$ cat src/rtl/alu_result_stage_pkg.sv
// Shared types for the relay ALU result stage: function codes, condition
// flags and the result-stage state encoding.
package relay_alu_pkg;

  typedef enum logic [2:0] {
    ALU_ADD = 3'd0,
    ALU_INC = 3'd1,
    ALU_AND = 3'd2,
    ALU_OR  = 3'd3,
    ALU_XOR = 3'd4,
    ALU_NOT = 3'd5,
    ALU_SHL = 3'd6,
    ALU_CLR = 3'd7
  } alu_fn_e;

  typedef struct packed {
    logic zero;
    logic carry;
    logic sign;
  } alu_flags_t;

  typedef enum logic [1:0] {
    ST_IDLE   = 2'd0,
    ST_SETTLE = 2'd1,
    ST_DRIVE  = 2'd2
  } alu_state_e;

endpackage

$ cat src/rtl/alu_logic_slice.sv
// Bitwise gate slice of the relay ALU: AND/OR/XOR of B and C plus NOT of B,
// all purely combinational. The adder, rotator and result mux live in the
// result stage itself.
module alu_logic_slice #(
  parameter int WIDTH = 8
) (
  input  logic [WIDTH-1:0] b,
  input  logic [WIDTH-1:0] c,
  output logic [WIDTH-1:0] and_out,
  output logic [WIDTH-1:0] or_out,
  output logic [WIDTH-1:0] xor_out,
  output logic [WIDTH-1:0] not_out
);

  assign and_out = b & c;
  assign or_out  = b | c;
  assign xor_out = b ^ c;
  assign not_out = ~b;

endmodule

$ cat src/rtl/alu_result_stage.sv
// Relay ALU result stage. Accepts an operation (fn, b, c) while idle, forms
// the result and zero/carry/sign flags, and holds them on a valid/ack
// handshake until the sequencer takes them.
//
// Build option ALU_SETTLE_EN: when defined, the operands are captured and the
// result is latched only after SETTLE_CYCLES cycles of modelled relay settle
// time. When undefined, the result is latched on the accepting edge and
// presented the following cycle; SETTLE_CYCLES is then unused.
module alu_result_stage
  import relay_alu_pkg::*;
#(
  parameter int WIDTH         = 8,
  parameter int SETTLE_CYCLES = 4
) (
  input  logic             clk,
  input  logic             reset,
  input  logic             start,
  input  logic [2:0]       fn,
  input  logic [WIDTH-1:0] b,
  input  logic [WIDTH-1:0] c,
  output logic             busy,
  output logic             result_valid,
  input  logic             result_ack,
  output logic [WIDTH-1:0] result,
  output logic             flag_zero,
  output logic             flag_carry,
  output logic             flag_sign
);

  if (WIDTH < 2) begin : g_bad_width
    $error("alu_result_stage: WIDTH must be at least 2");
  end
  if (SETTLE_CYCLES < 1) begin : g_bad_settle
    $error("alu_result_stage: SETTLE_CYCLES must be at least 1");
  end

  alu_state_e       state;
  alu_flags_t       flags_q;
  alu_flags_t       nxt_flags;
  logic [WIDTH-1:0] nxt_result;
  logic             nxt_carry;
  logic [WIDTH:0]   sum;
  logic [WIDTH:0]   inc;

  alu_fn_e          src_fn;
  logic [WIDTH-1:0] src_b;
  logic [WIDTH-1:0] src_c;

  logic [WIDTH-1:0] and_out;
  logic [WIDTH-1:0] or_out;
  logic [WIDTH-1:0] xor_out;
  logic [WIDTH-1:0] not_out;

`ifdef ALU_SETTLE_EN
  localparam int CNT_W = (SETTLE_CYCLES > 1) ? $clog2(SETTLE_CYCLES) : 1;

  logic [CNT_W-1:0] cnt;
  alu_fn_e          op_fn;
  logic [WIDTH-1:0] op_b;
  logic [WIDTH-1:0] op_c;

  // Operand capture on an accepted start; later changes on b/c/fn are ignored.
  always_ff @(posedge clk) begin
    if (state == ST_IDLE && start) begin
      op_fn <= alu_fn_e'(fn);
      op_b  <= b;
      op_c  <= c;
    end
  end

  assign src_fn = op_fn;
  assign src_b  = op_b;
  assign src_c  = op_c;
`else
  // Without the settle delay the result is formed straight from the ports
  // and latched on the same edge that accepts the request.
  assign src_fn = alu_fn_e'(fn);
  assign src_b  = b;
  assign src_c  = c;
`endif

  alu_logic_slice #(
    .WIDTH (WIDTH)
  ) u_logic (
    .b       (src_b),
    .c       (src_c),
    .and_out (and_out),
    .or_out  (or_out),
    .xor_out (xor_out),
    .not_out (not_out)
  );

  // Result mux: adder and incrementer carry out of the extra MSB, the
  // shifter is a rotate-left by one, everything else reports carry 0.
  always_comb begin
    sum        = {1'b0, src_b} + {1'b0, src_c};
    inc        = {1'b0, src_b} + {{WIDTH{1'b0}}, 1'b1};
    nxt_result = '0;
    nxt_carry  = 1'b0;
    case (src_fn)
      ALU_ADD: {nxt_carry, nxt_result} = sum;
      ALU_INC: {nxt_carry, nxt_result} = inc;
      ALU_AND: nxt_result = and_out;
      ALU_OR:  nxt_result = or_out;
      ALU_XOR: nxt_result = xor_out;
      ALU_NOT: nxt_result = not_out;
      ALU_SHL: nxt_result = {src_b[WIDTH-2:0], src_b[WIDTH-1]};
      ALU_CLR: nxt_result = '0;
      default: nxt_result = '0;
    endcase
  end

  // Condition flags derived from the selected result.
  always_comb begin
    nxt_flags       = '0;
    nxt_flags.zero  = (nxt_result == '0);
    nxt_flags.carry = nxt_carry;
    nxt_flags.sign  = nxt_result[WIDTH-1];
  end

  // Sequencing FSM: IDLE -> (SETTLE) -> DRIVE -> IDLE, with result latching.
  always_ff @(posedge clk) begin
    if (reset) begin
      state        <= ST_IDLE;
      busy         <= 1'b0;
      result_valid <= 1'b0;
      result       <= '0;
      flags_q      <= '0;
`ifdef ALU_SETTLE_EN
      cnt          <= '0;
`endif
    end else begin
      case (state)
        ST_IDLE: begin
          if (start) begin
            busy <= 1'b1;
`ifdef ALU_SETTLE_EN
            cnt   <= CNT_W'(SETTLE_CYCLES - 1);
            state <= ST_SETTLE;
`else
            result       <= nxt_result;
            flags_q      <= nxt_flags;
            result_valid <= 1'b1;
            state        <= ST_DRIVE;
`endif
          end
        end
`ifdef ALU_SETTLE_EN
        ST_SETTLE: begin
          if (cnt == '0) begin
            result       <= nxt_result;
            flags_q      <= nxt_flags;
            result_valid <= 1'b1;
            state        <= ST_DRIVE;
          end else begin
            cnt <= cnt - CNT_W'(1);
          end
        end
`endif
        ST_DRIVE: begin
          // A start arriving with the ack is dropped; the requester retries.
          if (result_ack) begin
            result_valid <= 1'b0;
            busy         <= 1'b0;
            state        <= ST_IDLE;
          end
        end
        default: state <= ST_IDLE;
      endcase
    end
  end

  assign flag_zero  = flags_q.zero;
  assign flag_carry = flags_q.carry;
  assign flag_sign  = flags_q.sign;

endmodule

$ cat config.mk
export PLATFORM = sky130hd
export DESIGN_NAME = alu_result_stage
export DESIGN_NICKNAME = d
export VERILOG_FILES = /design/src/rtl/alu_result_stage_pkg.sv /design/src/rtl/alu_logic_slice.sv /design/src/rtl/alu_result_stage.sv
export SDC_FILE = /design/constraint.sdc
export NUM_CORES = 1
export LEC_CHECK = 0
export ABC_AREA = 1
export CAP_MARGIN = 25
export CORE_ASPECT_RATIO = 0.9
export CORE_MARGIN = 10
export CORE_UTILIZATION = 31
export DETAILED_ROUTE_END_ITERATION = 16
export DONT_BUFFER_PORTS = 1
export SLEW_MARGIN = 5
export SYNTH_ARGS = -nofsm -noshare
export SYNTH_HDL_FRONTEND = slang
export SYNTH_SLANG_ARGS = --single-unit
$ cat constraint.sdc
create_clock -name clk -period 1.72 [get_ports clk]
set_input_delay 0.258 -clock clk [delete_from_list [all_inputs] [get_ports clk]]
set_output_delay 0.258 -clock clk [all_outputs]
set_load 0.02 [all_outputs]
# After elaboration in Yosys (flattened, before gate mapping)
# Cells that the tools add are included.
word_totals:
  ff_bits: 14
  in_bits: 23
  out_inout_bits: 13
  word_cells: 37
classes:
  addsub: 2
  n_eq_ne: 10
  mux: 8
  n_bitwise: 4
  reduce_logical: 7
ops:
  columns: ["cell", "count"]
  rows:
  - ["$pmux W8 S8", 1]
  - ["$eq A3 B3 Y1 const B", 4]
  - ["$add A8 B1 Y9 const B", 1]
  - ["$add A8 B8 Y9", 1]
  - ["$and A8 B8 Y8", 1]
  - ["$logic_not A8 Y1", 1]
  - ["$not A8 Y8", 1]
  - ["$or A8 B8 Y8", 1]
  - ["$xor A8 B8 Y8", 1]
  - ["$eq A3 B2 Y1 const B", 2]
  - ["$mux W2", 2]
  - ["$ne A2 B2 Y1 const B", 2]
  - ["$pmux W1 S2", 2]
  - ["$pmux W2 S2", 1]
  - ["$reduce_and A2 Y1", 2]
  - ["$eq A3 B1 Y1 const B", 1]
  - ["$logic_not A3 Y1", 1]
  - ["$reduce_and A3 Y1", 1]
  - ["$eq A2 B2 Y1 const B", 1]
  - ["$logic_not A2 Y1", 1]
  - ["$mux W1", 2]
  - ["$reduce_bool A2 Y1", 1]

# Logic depth before layout (Yosys ltp)
# Gate-level depths: netlist of the first run.
depth:
  ltp_word: 3
  mapped_depth: 13
  ltp_nobuf: 13

# Modules after synthesis
# From an unflattened synthesis of the first run, not the netlist that was laid out.
unflattened:
  cells_unflattened: 310
  hier_area_um2: 1779.2
by_module_without_submodules:
  columns: ["mod", "n_inst", "cells_each", "area_each_um2", "seq_area_each_um2"]
  rows:
  - ["alu_result_stage", 1, 270, 1488.9, 220.2]
  - ["alu_logic_slice", 1, 40, 290.3, 0.0]

# Worst setup path before layout of the first run
# OpenSTA, ideal clock, no wires.
synth_path:
  path_kind: "input -> register"
  from: "in b[0]"
  to: "reg flags_q (netlist bit flag_zero)"
  setup_time_ns: 0.066
  arrival_time_ns: 1.594
  t_required_ns: 1.654
  path_slack_ns: 0.060
  path_stages: 12
  path_buffers: 0
  cell_sequence: "ha_1 inv_1 fa_1 inv_1 nand2_1 a21oi_1 nor2_1 nor2_1 nand2_1 nor2_2 nand3_1 a21oi_2"
synth_between:
  elab_chain_len: 3
  elab_cells_between_ends: 8
  cone_classes: "add/sub: 2; mux: 1; bitwise: 4; reduce/logical: 1"
synth_rtl:
  columns: ["element", "line_no", "text"]
  rows:
  - ["from (decl)", "alu_result_stage.sv:19", "input logic [WIDTH-1:0] b,"]
  - ["$add A8 B1 Y9, or another cell as far along", "alu_result_stage.sv:97", "inc = {1'b0, src_b} + {{WIDTH{1'b0}}, 1'b1};"]
  - ["$pmux W8 S8 *", "alu_result_stage.sv:100", "case (src_fn)"]
  - ["$logic_not A8 Y1 *", "alu_result_stage.sv:116", "nxt_flags.zero = (nxt_result == '0);"]
  - ["to (signal assigned)", "alu_result_stage.sv:142", "flags_q <= nxt_flags;"]
  - ["to (decl)", "alu_result_stage.sv:38", "alu_flags_t flags_q;"]
# Every way passes the cells marked *; elsewhere a longest branch is shown, timed or not.
# A chain may end at the register's enable or synchronous reset.

# Worst setup path in the final report of the first run
# Same ends and word-level chain as after synthesis.

==> results of run 1 <==
-- worst reg2reg max path: stages (launching register included) --
cell and delay, ns:
dfxtp_1 0.30, nor2_1 0.13, inv_1 0.12, nor2_1 0.12, nand4_1 0.16, nor2_2 0.14, nand3_1 0.08, a21oi_2 0.11
-- flip-flops by register name (all words and copies together) (netlist names) --
signal        count
flag_sign         1
flag_zero         1
flag_carry        1
result_valid      1
result            7
-- final cells by class --
| class | instances | area (µm²) | area share |
|---|---|---|---|
| clock buffers | 4 | 45.04 | 0.02510 |
| flip-flops and latches | 11 | 220.2 | 0.1227 |
| repair buffers | 7 | 52.55 | 0.02929 |
| inverters | 61 | 231.5 | 0.1290 |
| multi-input cells | 210 | 1161 | 0.6471 |
| well taps | 67 | 83.83 | 0.04672 |
-- metal layers --
layer	up-vias	wire length (µm)
li1	919	-
met1	766	2163
met2	61	2265
met3	2	485
met4	0	42
met5	-	0
-- path summary, 6_finish.rpt --
check	startpoint	slack, ns	cells after the start	end
worst max register to register	result_valid	0.48	7	flag_zero
worst min-delay path	reset	0.08	1	flag_zero
worst max-delay path	b[0]	0.15	12	flag_zero
worst min register to register	flag_zero	0.58	2	flag_zero
-- Yosys cell counts, drive strengths merged --
cell / instances
ha: 17
o21ai: 11
o211ai: 6
nor3: 1
dfxtp: 11
fa: 1
nand4: 10
clkbuf: 1
buf: 5
a21oi: 14
nor2: 45
or2: 2
nand3: 33
xor2: 1
inv: 61
a31oi: 2
nand2: 67
-- cell families (layout without fill, tap and decap cells) --
logic type,count (synthesis),count (layout),synth area share
AO/OA/AOI/OAI,33,33,0.1170
flip-flops,11,11,0.1328
adder cells (fa/ha/maj),18,18,0.1404
XOR/XNOR,1,1,0.005284
AND/OR/NAND/NOR,158,158,0.4377
buffers and inverters,67,72,0.1668
-- layout by cell type (no fill, tap or decap), drive strengths merged --
| master | count |
|---|---|
| a21oi | 14 |
| a31oi | 2 |
| buf | 7 |
| clkbuf | 4 |
| dfxtp | 11 |
| fa | 1 |
| ha | 17 |
| inv | 61 |
| nand2 | 67 |
| nand3 | 33 |
| nand4 | 10 |
| nor2 | 45 |
| nor3 | 1 |
| o211ai | 6 |
| o21ai | 11 |
| or2 | 2 |
| xor2 | 1 |
-- report_power, final --
| group | internal [mW] | switching, mW | total, mW | leakage [nW] |
|---|---|---|---|---|
| combinational | 0.131 | 0.222 | 0.353 | 0.889 |
| sequential | 0.277 | 0.0404 | 0.317 | 0.0909 |
| clock | 0.163 | 0.0957 | 0.258 | 0.0228 |
| total | 0.571 | 0.358 | 0.929 | 1.00 |
==> results_dict.tcl, run 1 <==
set metrics [dict create \
    run_status "complete, no violations" \
    crit_arrival_ns 1.74 \
    rows 25 \
    gr-usage-met1 0.1297 \
    synth_nets 329 \
    rsz0062_at_grt "no" \
    stdcell_count 360 \
    final_area_um2 1794 \
    root_buffer "clkbuf_8" \
    synth_area_per_cell_um2 5.756 \
    hold_viol 0 \
    core_um2 5224 \
    fin_util 0.3435 \
    fin_ws_ns 0.1531 \
    ir_worst_vdd_mv 0.2488 \
    min_period_ns 1.567 \
    worstPathRequired_ns 1.90 \
    p_leak_nw 1.003 \
    via_per_inst 4.856 \
    finalWeightedCongestion 0.8909 \
    synth.top_cell.area_share 0.1517 \
    diodes 0 \
    cts.sinks 11 \
    ys_ff_latch 11 \
    grt_max_degree 15 \
    cts_made_buffers 3 \
    synth_largest_area_cell "nand2_1" \
    post_cts_buffers 0 \
    cts_resized 0 \
    dp_slack_ns -0.06781 \
    setup_tns_ns 0 \
    crit_fanout 6 \
    min_path_type "in2reg" \
    finClkSkew_ns 0.002050 \
    placed_cell_area_um2 1749 \
    die_width_um 97.09 \
    grt-ovfl-total 0 \
    clock_path_buffers 2 \
    crit_slowest_cell "fa_1" \
    finalWirelength_um 4957 \
    start_kind "primary input" \
    ys_top_cells_by_area "nand2_1 (15%), dfxtp_1 (13%), ha_1 (13%)" \
    antenna_found_initial 0 \
    die_area_um2 8677 \
    slew_headroom 0.7111 \
    hold_buffers 0 \
    endpoint_kind "register" \
    critical_path_class "in2reg" \
    htree_num_levels 1 \
    worstMarginPinSlew_ns 0.4328 \
    via_count 1748 \
    dp.cells 356 \
    fmax_ghz 0.6382 \
    ys_types 26 \
    start_util 0.3174 \
    drive_gt1_frac 0.1263 \
    hpwl_um 4126 \
    tritoncts "yes" \
    slew_violations 0 \
    clkTransAtPathRegs_ns 0.05 \
    use_met3 0.04019 \
    fill_cells 575 \
    route.detailed.drc 0 \
    grt_pass1_vias 1663 \
    synth-seq-area-share 0.1328 \
    yosys_warnings 0 \
    finalPower_mw 0.9288 \
    grt_pass1_wl_um 8135 \
    ant_nets 0 \
    grt_usage 0.1122 \
    holdWs_ns 0.07642 \
    crit_path_max_incr_delay_ns 0.40 \
    maxCapViolations 0 \
    synth_area_um2 1658 \
    ios 36 \
    drtIter0Drc 137 \
    syn2layout_area_growth_pct 8.226 \
    dr.pass1.iters 4 \
    period_share 0.9110 \
    die_h_um 89.38 \
    setup_violations 0 \
    wire_per_inst_um 13.77 \
    power_density_nw_per_um2 517.7 \
    crit_family "adder cells" \
    portBuffers 0 \
    grt_use_met2 0.1911 \
    path_cells "ha_1, inv_1, fa_1, inv_1, nand2_1, a21oi_1, nor2_1, nor2_1, nand2_1, nor2_2, nand3_1, a21oi_2" \
    top_usage_layer "met2" \
    final_nets 335 \
    path_buf_inv 2 \
    synth_cells 288 \
    insertion_delay_ns 0.24 \
]
Note: power is estimated with default switching activity, not from simulation.
==> run 2, diff against run 1 <==
CTS_CLUSTER_SIZE = 30   (was unset)
==> results of run 2 <==
Same layout as run 1: the final DEF is identical, and so are final timing and power.
==> run 3, diff against run 2 <==
PLACE_DENSITY_LB_ADDON = 0.2   (was unset)
==> run 3 against run 2 <==
Utilization up 0.57 points; flip-flop and latch count unchanged; count of clock-buffer cells in the layout unchanged; via count up 0.17%; global-route usage up 0.23 points; largest power group unchanged.
==> results_dict.tcl, run 3 (synthesis gave the netlist of run 1 again) <==
set metrics [dict create \
    run_status "complete, no violations" \
    post_cts_buffers 0 \
    start_kind "primary input" \
    reg2reg_slack_ns 0.48 \
    finalWirelength_um 5152 \
    core_um2 5224 \
    hp-start "reset" \
    power_density_nw_per_um2 515.6 \
    p_int_mw 0.5783 \
    min_period_ns 1.529 \
    wire_per_inst_um 14.15 \
    largest_register "result" \
    pwr-share-seq 0.337 \
    hpwl_um 4252 \
    regArea_um2 220.2 \
    cts_made_buffers 3 \
    endpoint_kind "register" \
    setup_violations 0 \
    dp.cells 360 \
    clock_path_buffers 2 \
    timing.rr.end "flag_zero" \
    clockPowerShare 0.276 \
    rsz0062_at_grt "no" \
    period_share 0.8887 \
    syn2layout_area_growth_pct 10.04 \
    worstMarginPinSlew_ns 0.4282 \
    rr_startpoint "result_valid" \
    maxCapViolations 0 \
    crit_path_max_incr_delay_ns 0.41 \
    fmax_ghz 0.6542 \
    die_h_um 89.38 \
    finalWeightedCongestion 0.8666 \
    p_sw_frac 0.3852 \
    fill_cells 586 \
    p_comb_frac 0.387 \
    rows 25 \
    min_to "flag_zero" \
    antenna_found_initial 0 \
    slew_violations 0 \
    gr-usage-met1 0.1455 \
    multi_input_area_um2 1161 \
    critical_path_class "in2reg" \
    ant_nets 0 \
    tritoncts "yes" \
    stdcell_count 364 \
    via_count 1751 \
    grt-ovfl-total 0 \
    dp_slack_ns -0.07765 \
    via_per_inst 4.810 \
    finClkSkew_ns 0.008642 \
    largest_reg_flops 7 \
    crit_fanout 6 \
    path_cells "ha_1, inv_1, fa_1, inv_1, nand2_1, a21oi_1, nor2_1, nor2_1, nand2_1, nor2_2, nand3_1, a21oi_2" \
    slew_headroom 0.7142 \
    clkTransAtPathRegs_ns 0.05 \
    min_path_type "in2reg" \
    layout_commonest_cell "nand2_1" \
    hold_viol 0 \
    root_buffer "clkbuf_8" \
    die_width_um 97.09 \
    cts_resized 0 \
    grt_pass1_vias 1620 \
    drive_gt1_frac 0.1380 \
    grt_usage 0.1145 \
    route.detailed.drc 0 \
    grt_pass1_wl_um 8231 \
    worstPathRequired_ns 1.90 \
    ir_worst_vdd_mv 0.2579 \
    htree_num_levels 1 \
    final_nets 339 \
    start_util 0.3174 \
    cts.sinks 11 \
    power_switching_mw 0.3623 \
    ios 36 \
    drtIter0Drc 111 \
    use_met3 0.03323 \
    dr.pass1.iters 4 \
    hold_buffers 0 \
    p_leak_nw 1.022 \
    portBuffers 0 \
    crit_arrival_ns 1.71 \
    layout_common_cells "nand2_1 (67), inv_1 (54), nor2_1 (37)" \
    grt_max_degree 15 \
    die_area_um2 8677 \
    ff2ff_path_depth 7 \
    top_usage_layer "met2" \
    min_path_cells 1 \
    crit_slowest_cell "fa_1" \
    grt_use_met2 0.1851 \
    fin_ws_ns 0.1915 \
    insertion_delay_ns 0.24 \
    diodes 0 \
]
==> run 3: cell types whose count changed in the layout (fill, tap and decap cells not counted), sizes merged <==
cell,before,now
buf,7,11
==> run 3: power by group through the flow <==
stage | sequential (mW) | combinational [mW] | clock (mW)
2_1_floorplan | 0.318 | 0.287 | 0
3_3_place_gp | 0.324 | 0.366 | 0
3_5_place_dp | 0.324 | 0.363 | 0
4_1_cts | 0.319 | 0.366 | 0.261
5_1_grt | 0.319 | 0.421 | 0.282
6_report | 0.317 | 0.364 | 0.259
==> run 3: worst max-delay path by stage <==
stage                     slack [ns]   endpoint  startpoint
after detailed placement       -0.08  flag_zero        b[0]
after CTS                       0.17  flag_zero        b[0]
after floorplan                 0.06  flag_zero        b[0]
after global routing            0.03  flag_zero        b[0]
after global placement         -0.02  flag_zero        b[0]
final                           0.19  flag_zero        b[0]
==> run 3: metrics by stage <==
stage                     setup TNS, ns  area (µm²)  hold WS, ns  power (mW)  utilization
after floorplan                       0        1658       0.3204      0.6054            -
after global placement         -0.02081        1779       0.3221      0.6903       0.3406
after detailed placement       -0.07835        1779       0.3234      0.6870       0.3406
after CTS                             0        1824      0.06951      0.9463       0.3492
after global routing                  0        1824      0.05670       1.022       0.3492
final                                 0        1824      0.06844      0.9406       0.3492
==> run 3: critical path, delay by kind of cell <==
| kind | cells | cell delay (ns) |
|---|---|---|
| AOI/OAI and AO/OA | 2 | 0.23 |
| adders and majority gates | 2 | 0.56 |
| buffers and inverters | 2 | 0.17 |
| and+or+nand+nor | 6 | 0.51 |
==> run 3: cell type report <==
cell class	count	share of cell area
clock buffers	4	0.02469
multi-input cells	210	0.6365
repair buffers	11	0.04527
flip-flops and latches	11	0.1207
inverters	61	0.1269
well taps	67	0.04595
==> run 3: routing by layer <==
metal  wire [µm]  vias to the layer above
li1            -                      925
met1        2263                      758
met2        2343                       64
met3         492                        4
met4          53                        0
met5           0                        -
